`config.mk`:
```
export PLATFORM = sky130hd
export DESIGN_NAME = ser_par_n
export DESIGN_NICKNAME = d
export VERILOG_FILES = /design/src/rtl/ser_pkg.sv /design/src/rtl/ser_word_buf.sv /design/src/rtl/ser_par_n.sv
export SDC_FILE = /design/constraint.sdc
export NUM_CORES = 1
export LEC_CHECK = 0
export ABC_AREA = 1
export BUFFER_PORTS_ARGS = -buffer_cell sky130_fd_sc_hd__buf_2
export CAP_MARGIN = 20
export CORE_MARGIN = 3
export CORE_UTILIZATION = 40
export CTS_BUF_LIST = sky130_fd_sc_hd__clkbuf_4 sky130_fd_sc_hd__clkbuf_8 sky130_fd_sc_hd__clkbuf_16
export DETAILED_ROUTE_END_ITERATION = 10
export GPL_ROUTABILITY_DRIVEN = 0
export GPL_TIMING_DRIVEN = 0
export HOLD_SLACK_MARGIN = 0.15
export PLACE_DENSITY_LB_ADDON = 0.2
export SLEW_MARGIN = 20
export SYNTH_ARGS = -nofsm -noshare
export SYNTH_HDL_FRONTEND = slang
export SYNTH_SLANG_ARGS = --single-unit
```
`constraint.sdc`:
```
create_clock -name clk -period 2.1 [get_ports clk]
set_input_delay 0.105 -clock clk [delete_from_list [all_inputs] [get_ports clk]]
set_output_delay 0.105 -clock clk [all_outputs]
set_load 0.005 [all_outputs]
```
`src/rtl/ser_pkg.sv`:
```
// Shared types and constants for the ser_par_n serialiser family.
package ser_pkg;

    localparam int DEF_OUT_W = 16;
    localparam int DEF_RATIO = 4;

    typedef enum logic {
        S_EMPTY = 1'b0,
        S_SHIFT = 1'b1
    } state_t;

    // Ceiling log2, floored at 1 so a counter always has at least one bit.
    function automatic int clog2(input int value);
        int r;
        r = 0;
        for (int v = value - 1; v > 0; v = v >> 1) r++;
        return (r < 1) ? 1 : r;
    endfunction

endpackage

```
`src/rtl/ser_word_buf.sv`:
```
// ser_word_buf: one-entry valid/stop holding register; it stops upstream exactly while full.
module ser_word_buf
    import ser_pkg::*;
#(
    parameter int IN_W = DEF_OUT_W * DEF_RATIO
) (
    input  logic            clk,
    input  logic            res_n,
    input  logic            valid_in,
    output logic            stop_out,
    input  logic [IN_W-1:0] data_in,
    output logic            valid_out,
    input  logic            stop_in,
    output logic [IN_W-1:0] data_out
);

    logic full;

    always_ff @(posedge clk or negedge res_n) begin
        if (!res_n) begin
            full     <= 1'b0;
            data_out <= '0;
        end else if (valid_in && !full) begin
            full     <= 1'b1;
            data_out <= data_in;
        end else if (full && !stop_in) begin
            full <= 1'b0;
        end
    end

    assign stop_out  = full;
    assign valid_out = full;

endmodule

```
`src/rtl/ser_par_n.sv`:
```
// ser_par_n: N:1 word serialiser with valid/stop handshakes on both sides.
// Define SER_INPUT_BUF_EN to add a one-word input buffer for bubble-free streaming.
module ser_par_n
    import ser_pkg::*;
#(
    parameter int  OUT_W     = DEF_OUT_W,
    parameter int  RATIO     = DEF_RATIO,
    parameter bit  MSB_FIRST = 1'b0,
    localparam int IN_W      = OUT_W * RATIO,
    localparam int CNT_W     = clog2(RATIO)
) (
    input  logic             clk,
    input  logic             res_n,
    input  logic             valid_in,
    output logic             stop_out,
    input  logic [IN_W-1:0]  data_in,
    output logic             valid_out,
    input  logic             stop_in,
    output logic [OUT_W-1:0] data_out,
    output logic             last_out
);

    state_t           state;
    state_t           state_next;
    logic [IN_W-1:0]  shreg;
    logic [CNT_W-1:0] cnt;
    logic             accept;
    logic             xfer;
    logic             last_xfer;
    logic             load;
    logic [IN_W-1:0]  load_word;

    // The next slice always sits at the same end of the shifter, so no wide mux is needed.
    function automatic logic [OUT_W-1:0] head(input logic [IN_W-1:0] w);
        return MSB_FIRST ? w[IN_W-1 -: OUT_W] : w[OUT_W-1:0];
    endfunction

    function automatic logic [IN_W-1:0] tail(input logic [IN_W-1:0] w);
        return MSB_FIRST ? (w << OUT_W) : (w >> OUT_W);
    endfunction

    assign accept    = valid_in & ~stop_out;
    assign xfer      = valid_out & ~stop_in;
    assign last_xfer = xfer & last_out;

`ifdef SER_INPUT_BUF_EN
    logic            direct;
    logic            buf_valid;
    logic [IN_W-1:0] buf_data;

    // A word bypasses the buffer whenever the shifter is free by the end of this edge.
    assign direct = accept & ((state == S_EMPTY) | last_xfer);

    ser_word_buf #(.IN_W(IN_W)) u_buf (
        .clk       (clk),
        .res_n     (res_n),
        .valid_in  (accept & ~direct),
        .stop_out  (stop_out),
        .data_in   (data_in),
        .valid_out (buf_valid),
        .stop_in   (~last_xfer),
        .data_out  (buf_data)
    );

    assign load      = direct | (buf_valid & last_xfer);
    assign load_word = buf_valid ? buf_data : data_in;
`else
    assign load      = accept;
    assign load_word = data_in;

    always_ff @(posedge clk or negedge res_n) begin
        if (!res_n) stop_out <= 1'b0;
        else        stop_out <= (state_next == S_SHIFT);
    end
`endif

    always_ff @(posedge clk or negedge res_n) begin
        if (!res_n) state <= S_EMPTY;
        else        state <= state_next;
    end

    // NOTE: state_next gets its default before the case so no path leaves it unassigned (no latch).
    always_comb begin
        state_next = state;
        case (state)
            S_EMPTY: if (load) state_next = S_SHIFT;
            S_SHIFT: if (last_xfer && !load) state_next = S_EMPTY;
            default: state_next = S_EMPTY;
        endcase
    end

    // NOTE: the shifter is reset with the control path so a word cut short by reset can never resurface.
    always_ff @(posedge clk or negedge res_n) begin
        if (!res_n) begin
            shreg     <= '0;
            data_out  <= '0;
            cnt       <= '0;
            valid_out <= 1'b0;
            last_out  <= 1'b0;
        end else if (load) begin
            shreg     <= tail(load_word);
            data_out  <= head(load_word);
            cnt       <= '0;
            valid_out <= 1'b1;
            last_out  <= 1'b0;
        end else if (last_xfer) begin
            valid_out <= 1'b0;
            last_out  <= 1'b0;
        end else if (xfer) begin
            shreg     <= tail(shreg);
            data_out  <= head(shreg);
            cnt       <= cnt + 1'b1;
            last_out  <= (cnt == CNT_W'(RATIO - 2));
        end
    end

endmodule

```
* Word-level counts from Yosys, hierarchy flattened *
Index checks and enable logic that the tools add are counted.

word-level totals
  bits of input ports = 68
  flip-flop bits (word level) = 85

operators by class
  mux-type cells = 17
  equality and inequality tests = 2
  bitwise logic cells = 5
  reduce and logical (&&, ||, !) cells = 6
  $add $sub $neg = 1

operators by type and width
  cell                   number
  $mux W64               3
  $mux W16               3
  $mux W1                7
  $mux W2                3
  $reduce_bool A2 Y1     2
  $and A1 B1 Y1          3
  $reduce_bool A3 Y1     1
  $add A2 B1 Y2 const B  1
  $eq A2 B2 Y1 const B   1
  $ne A2 B1 Y1 const B   1
  $not A1 Y1             2
  $pmux W1 S2            1
  $reduce_and A2 Y1      1
  $logic_and A1 B1 Y1    1
  $logic_not A1 Y1       1

* Depth between registers and ports, before layout *
Gate-level depths: netlist of run 1.

  depth in word-level cells = 6
  gate-level depth with buffers = 8

* Worst setup path before layout of run 1 *
Ideal clock, no wire load.

  path kind = flip-flop to flip-flop
  start = reg, netlist name state
  end = reg shreg[2]
  arrival = 1047 ps
  stages on the path, launching flop included = 9
  buffers on the path = 2
  slack = 937 ps
  required time = 1983 ps
  clock period less this slack = 1163 ps
  cells stage by stage = dfrtp_1 > inv_1 > nand2_2 > buf_2 > buf_4 > nand2_1 > nand2_1 > nand2_1 > nand2_1

RTL lines
  item                  line              RTL
  end signal, assigned  ser_par_n.sv:101  shreg <= tail(load_word);
  end signal, assigned  ser_par_n.sv:110  shreg <= tail(shreg);
  end, declared         ser_par_n.sv:25   logic [IN_W-1:0] shreg;

* Worst setup path in the final report of run 1 *
  start = reg last_out
  end = reg shreg[15]

between the ends
  cells in the longest elaborated chain, start to end = 3

RTL lines
  item                         line              RTL
  start, declared              ser_par_n.sv:20   output logic last_out
  start signal, assigned       ser_par_n.sv:113  last_out <= (cnt == CNT_W'(RATIO - 2));
  $and A1 B1 Y1                ser_par_n.sv:44   assign last_xfer = xfer & last_out;
  $ne A2 B1 Y1 (no line)       --
  $reduce_and A2 Y1 (no line)  --

No other way between the ends.
A chain may end at the register's enable or synchronous reset.

==> results of run 1 <==
-- registers in the layout, summed over array words and instances (netlist names) --
signal,flops
cnt,2
state,1
last_out,1
data_out,16
shreg,48
valid_out,1
-- stage by stage --
step                setup slack (ns)   util  hold WS (ns)  area [sq um]
finish                         0.726  0.588         0.267          4880
detailed placement             0.736  0.486        0.0930          4030
global placement               0.569  0.483         0.306          4010
global route                   0.600  0.588         0.292          4880
CTS                            0.714  0.588         0.267          4880
floorplan                      0.937      -        -0.191          3450
-- layout by cell type, fill, tap and decap left out, types with 2 or more instances in the layout --
master and instances:
nand2_1 230, nand4_1 2, nor2_1 3, buf_2 107, clkbuf_1 6, nand3_1 115
dfrtp_1 69, o21ai_0 2, clkbuf_4 4, inv_1 5, clkbuf_8 9, buf_4 8
dlygate4sd3_1 66
-- final cells by class --
type                    instances  area, sq um  area share
plain buffers                  36          196      0.0402
clock buffers                  13          154      0.0315
clock inverters                 2         35.0     0.00718
inverters                       6         22.5     0.00461
multi-input cells             355         1500       0.308
flip-flops and latches         69         1730       0.354
well taps                     105          131      0.0269
repair buffers                153         1110       0.228
-- final timing paths --
| kind | start | to | slack [ns] | cells past startpoint |
|---|---|---|---|---|
| setup / recovery | last_out$_DFFE_PN0P_ | shreg[15]$_DFFE_PN0P_ | 0.73 | 6 |
| hold / removal | res_n | data_out[10]$_DFFE_PN0P_ | 0.27 | 2 |
| setup reg to reg | last_out$_DFFE_PN0P_ | shreg[15]$_DFFE_PN0P_ | 0.73 | 6 |
| hold reg to reg | shreg[43]$_DFFE_PN0P_ | shreg[43]$_DFFE_PN0P_ | 0.50 | 2 |
| max in group asynchronous | res_n | shreg[19]$_DFFE_PN0P_ | 1.28 | 3 |
| min in group clk | valid_in | shreg[46]$_DFFE_PN0P_ | 0.30 | 5 |
-- critical path: cells and delay by family (launching register included) --
| family | cells | cell delay [ns] |
|---|---|---|
| flip-flops | 1 | 0.39 |
| AND/OR/NAND/NOR | 3 | 0.30 |
| buffers and inverters | 3 | 0.58 |
-- metal layers --
layer | GRT usage | part of all wire
met5 | 0 | 0
met4 | 0.0441 | 0.010
met3 | 0.0559 | 0.062
met2 | 0.350 | 0.47
met1 | 0.275 | 0.45
-- cell families (layout without fill, tap and decap cells) --
logic type,after synthesis,count (layout),synth area share
buffers and inverters,42,210,0.0635
AND/OR/NAND/NOR,352,352,0.429
AO/OA/AOI/OAI,2,2,0.00290
adder cells (fa/ha/maj),1,1,0.00363
flip-flops,69,69,0.501
-- where the power goes --
part           total (W)  switching, W  internal [W]
clock network    0.00106      0.000467      0.000594
registers        0.00200      0.000235       0.00177
logic            0.00205       0.00125      0.000802
total            0.00511       0.00195       0.00316
-- what timing repair did --
item,CTS,global route
setup buffers,0,0
hold buffers,66,0
hold endpoints to repair,135,0
setup endpoints to repair,0,0
==> qor.csv, run 1 <==
metric,value,unit
Final #Nets,699,
Ys Warns,0,
CP required,2.33,ns
share of cells above drive strength 1,0.211,
Worst path most repeated cell,buf_2,
Syn Area/Cell,7.40,sq um
DRC Markers,0,
GR Overflow Total,0,
Layout Area Growth over Synthesis,41.6,%
TritonCTS clock tree,built,
fmax,0.728,GHz
most frequent cell after synthesis,nand2_1,
Initial Utilization,0.415,
top post-synthesis cells by count,"230 x nand2_1, 115 x nand3_1, 69 x dfrtp_1, 22 x buf_2, 7 x buf_4",
Layout Skew,0.00741,ns
status,"finished, final reports clean",
Worst-Skew Late Latency,0.34,ns
largest net degree at the start of global routing,36,
Die W,98.8,microns
Final ANT Viol Nets,0,
max-slew violations,0,
Sink Count,69,
Final HPWL DP,6.65,mm
"Slowest-stage cell, CP",dfrtp_1,
ys async rst share,1.00,
sequential share of the synthesized area,0.501,
core area,8300,sq um
post-CTS sizing,0,
crit path capture type,flip-flop,
total power draw,0.00511,W
CP startpoint kind,flip-flop,
via count,3541,
Worst EP arrival,1.61,ns
largest cells by area after synthesis,"dfrtp_1 50%, nand2_1 25%, nand3_1 17%",
all-layer global routing usage,0.210,
placed cells,658,
worst-path cell chain,inv_1 > nand3_2 > buf_2 > buf_2 > nand3_1 > nand2_1,
Gate Count Post-Synth,466,
Worst VDD drop,570,uV
1st-pass router iterations,4,
Worst-path clk slew,0.07,ns
first-pass GRT wire length,16.6,mm
leading area contributor after synthesis,dfrtp_1,
ys flop type,dfrtp_1,
die area,9770,sq um
Port Buffer Count,86,
PD cells,1050,nW/um^2
H-Tree Depth,3,
TNS Setup,0,ns
Filler Cell Count,766,
Seq cells post-synth,69,
row cnt,33,
Routed Wire Length,9.79,mm
"Cell Area, Synth",3450,sq um
clock tree buffer depth,2,
CTS Buf Count,9,
syn nets,535,
Die H,98.8,microns
vias in the first global route,3531,
Tcrit/Tclk final,0.654,
"Hold Vio Cnt, Final",0,
fin crit period,1.37,ns
Layout Cells excl Fill,739,
via/cell ratio,4.79,
DRT iter0 DRCs,137,
crit-path max FO,10,
Slew HR,0.679,
Yosys cell types,15,
Finish-stage setup viols,0,
CTS root buf,clkbuf_8,
IO Pins,87,
Max Cap Viol,0,
top-area cell type share of the netlist area,0.501,
Post-synth EDFFs,0,
crit path kind,flip-flop to flip-flop,
Pleak,2.79,nW
worst min-delay path category,input pin to async pin,
worst-margin pin slew,0.481,ns
"slowest stage delay, CP",0.39,ns
WL per Instance,13.3,microns
antenna fix cells,0,
initial antenna violation count,0,
RSZ-0062 raised after global routing,false,
No activity file was read; power rests on OpenSTA's default activity.
==> run 2: changes to the inputs <==
clock period = 1.3 ns   (was 2.1 ns; I/O delays follow)
==> qor.csv, run 2 (synthesis results as in run 1) <==
metric,value,unit
status,"finished, final reports clean",
Switch Pwr,0.00321,W
Largest Register,shreg,
"slowest stage delay, CP",0.41,ns
"Slowest-stage cell, CP",dfrtp_1,
Final ANT Viol Nets,0,
DRT iter0 DRCs,125,
most frequent cells in the layout,"227 x nand2_1, 115 x nand3_1, 100 x buf_2",
Layout Skew,0.00799,ns
sequential share of power,0.384,
worst-margin pin slew,0.482,ns
antenna fix cells,0,
CP required,1.54,ns
Worst-path clk slew,0.07,ns
Logic pwr share,0.413,
Finish-stage setup viols,0,
row cnt,33,
Worst EP arrival,1.47,ns
"most common cell after layout, fill and taps aside",nand2_1,
fin crit period,1.24,ns
share of cells above drive strength 1,0.230,
clock tree buffer depth,2,
"Hold Vio Cnt, Final",0,
TritonCTS clock tree,built,
H-Tree Depth,3,
IO Pins,87,
total power draw,0.00846,W
worst-path cell chain,inv_2 > nand2_4 > buf_8 > buf_6 > nand2_1 > nand2_1 > nand2_1 > nand2_1,
vias in the first global route,3529,
Worst path most repeated cell,nand2_1,
CTS Buf Count,9,
initial antenna violation count,0,
Final #Nets,700,
all-layer global routing usage,0.210,
RSZ-0062 raised after global routing,true,
largest net degree at the start of global routing,36,
Sw Share,0.380,
Layout Area Growth over Synthesis,44.2,%
core area,8300,sq um
Worst VDD drop,916,uV
CP startpoint kind,flip-flop,
worst min-delay path category,input pin to async pin,
PD cells,1700,nW/um^2
fin util,0.599,
crit path capture type,flip-flop,
Worst-Skew Late Latency,0.34,ns
WL per Instance,13.4,microns
CTS root buf,clkbuf_8,
first-pass GRT wire length,16.6,mm
fmax,0.807,GHz
die area,9770,sq um
Register-to-Register Setup Slack,0.06,ns
Initial Utilization,0.415,
Critical Path End,shreg[8]$_DFFE_PN0P_,
Die W,98.8,microns
reg2reg start,state$_DFF_PN0_,
Tcrit/Tclk final,0.953,
Sink Count,69,
P_int,0.00525,W
Port Buffer Count,86,
largest registers,"shreg: 48 flops, data_out: 16 flops, cnt: 2 flops",
Max Cap Viol,0,
Pleak,2.84,nW
Die H,98.8,microns
DRC Markers,0,
via/cell ratio,4.79,
crit path kind,flip-flop to flip-flop,
R2R depth,8,
clock power share,0.204,
CP startpoint,state$_DFF_PN0_,
Routed Wire Length,9.89,mm
via count,3547,
Slew HR,0.679,
GR Overflow Total,0,
1st-pass router iterations,4,
crit-path max FO,10,
max reg flops,48,
Reg2Reg Capture Point,shreg[8]$_DFFE_PN0P_,
Final HPWL DP,6.65,mm
max-slew violations,0,
-- run 2: how the worst min path moves through the flow --
stage | cells past startpoint | to | from | slack (ns)
CTS | 5 | shreg[46]$_DFFE_PN0P_ | valid_in | 0.19
floorplan | 0 | cnt[0]$_DFFE_PN0P_ | res_n | -0.23
global route | 2 | data_out[10]$_DFFE_PN0P_ | res_n | 0.25
global placement | 3 | shreg[41]$_DFFE_PN0P_ | data_in[57] | 0.27
detailed placement | 1 | data_out[10]$_DFFE_PN0P_ | res_n | 0.05
finish | 2 | data_out[10]$_DFFE_PN0P_ | res_n | 0.23
-- run 2: final cells by class --
cell class              count  area (sq um)
repair buffers            156          1140
clock inverters             2          35.0
well taps                 105           131
clock buffers              13           154
multi-input cells         355          1520
fillers                   758          3330
flip-flops and latches     69          1730
plain buffers              34           241
inverters                   6          23.8
-- run 2: timing repair --
action	CTS	global route
cloned	0	0
endpoints found under the setup margin	64	68
endpoints found under the hold margin	136	0
resized for setup	8	29
buffers inserted	0	3
hold buffers	66	0
-- run 2: power groups by stage --
stage,registers [W],clock network (W),logic (W)
floorplan,0.00320,0,0.00219
global placement,0.00325,0,0.00309
detailed placement,0.00328,0,0.00315
CTS,0.00324,0.00177,0.00336
global route,0.00333,0.00186,0.00398
finish,0.00325,0.00172,0.00349
-- run 2: through the flow --
| stage | setup TNS (ns) | instances | hold WS, ns | area, sq um | setup WS [ns] |
|---|---|---|---|---|---|
| global placement | -14.33 | 657 | 0.266 | 4010 | -0.191 |
| global route | -0.0863 | 740 | 0.249 | 4970 | -0.0186 |
| finish | 0 | 740 | 0.228 | 4970 | 0.0606 |
| CTS | -0.0242 | 738 | 0.193 | 4890 | -0.0139 |
| floorplan | 0 | 466 | -0.231 | 3450 | 0.137 |
| detailed placement | -1.96 | 658 | 0.0530 | 4030 | -0.0637 |
-- run 2: critical path: cells and delay by family (launching register included) --
family	cells	cell delay (ns)
buffers and inverters	3	0.41
DFF	1	0.41
and+or+nand+nor	5	0.31
-- run 2: per-layer routing --
metal  GRT usage  vias up  part of all wire
met3      0.0559       12             0.053
met1       0.273     1600              0.45
li1            -     1833                 -
met2       0.353      102              0.48
met4      0.0441        0            0.0088
met5           0        -                 0
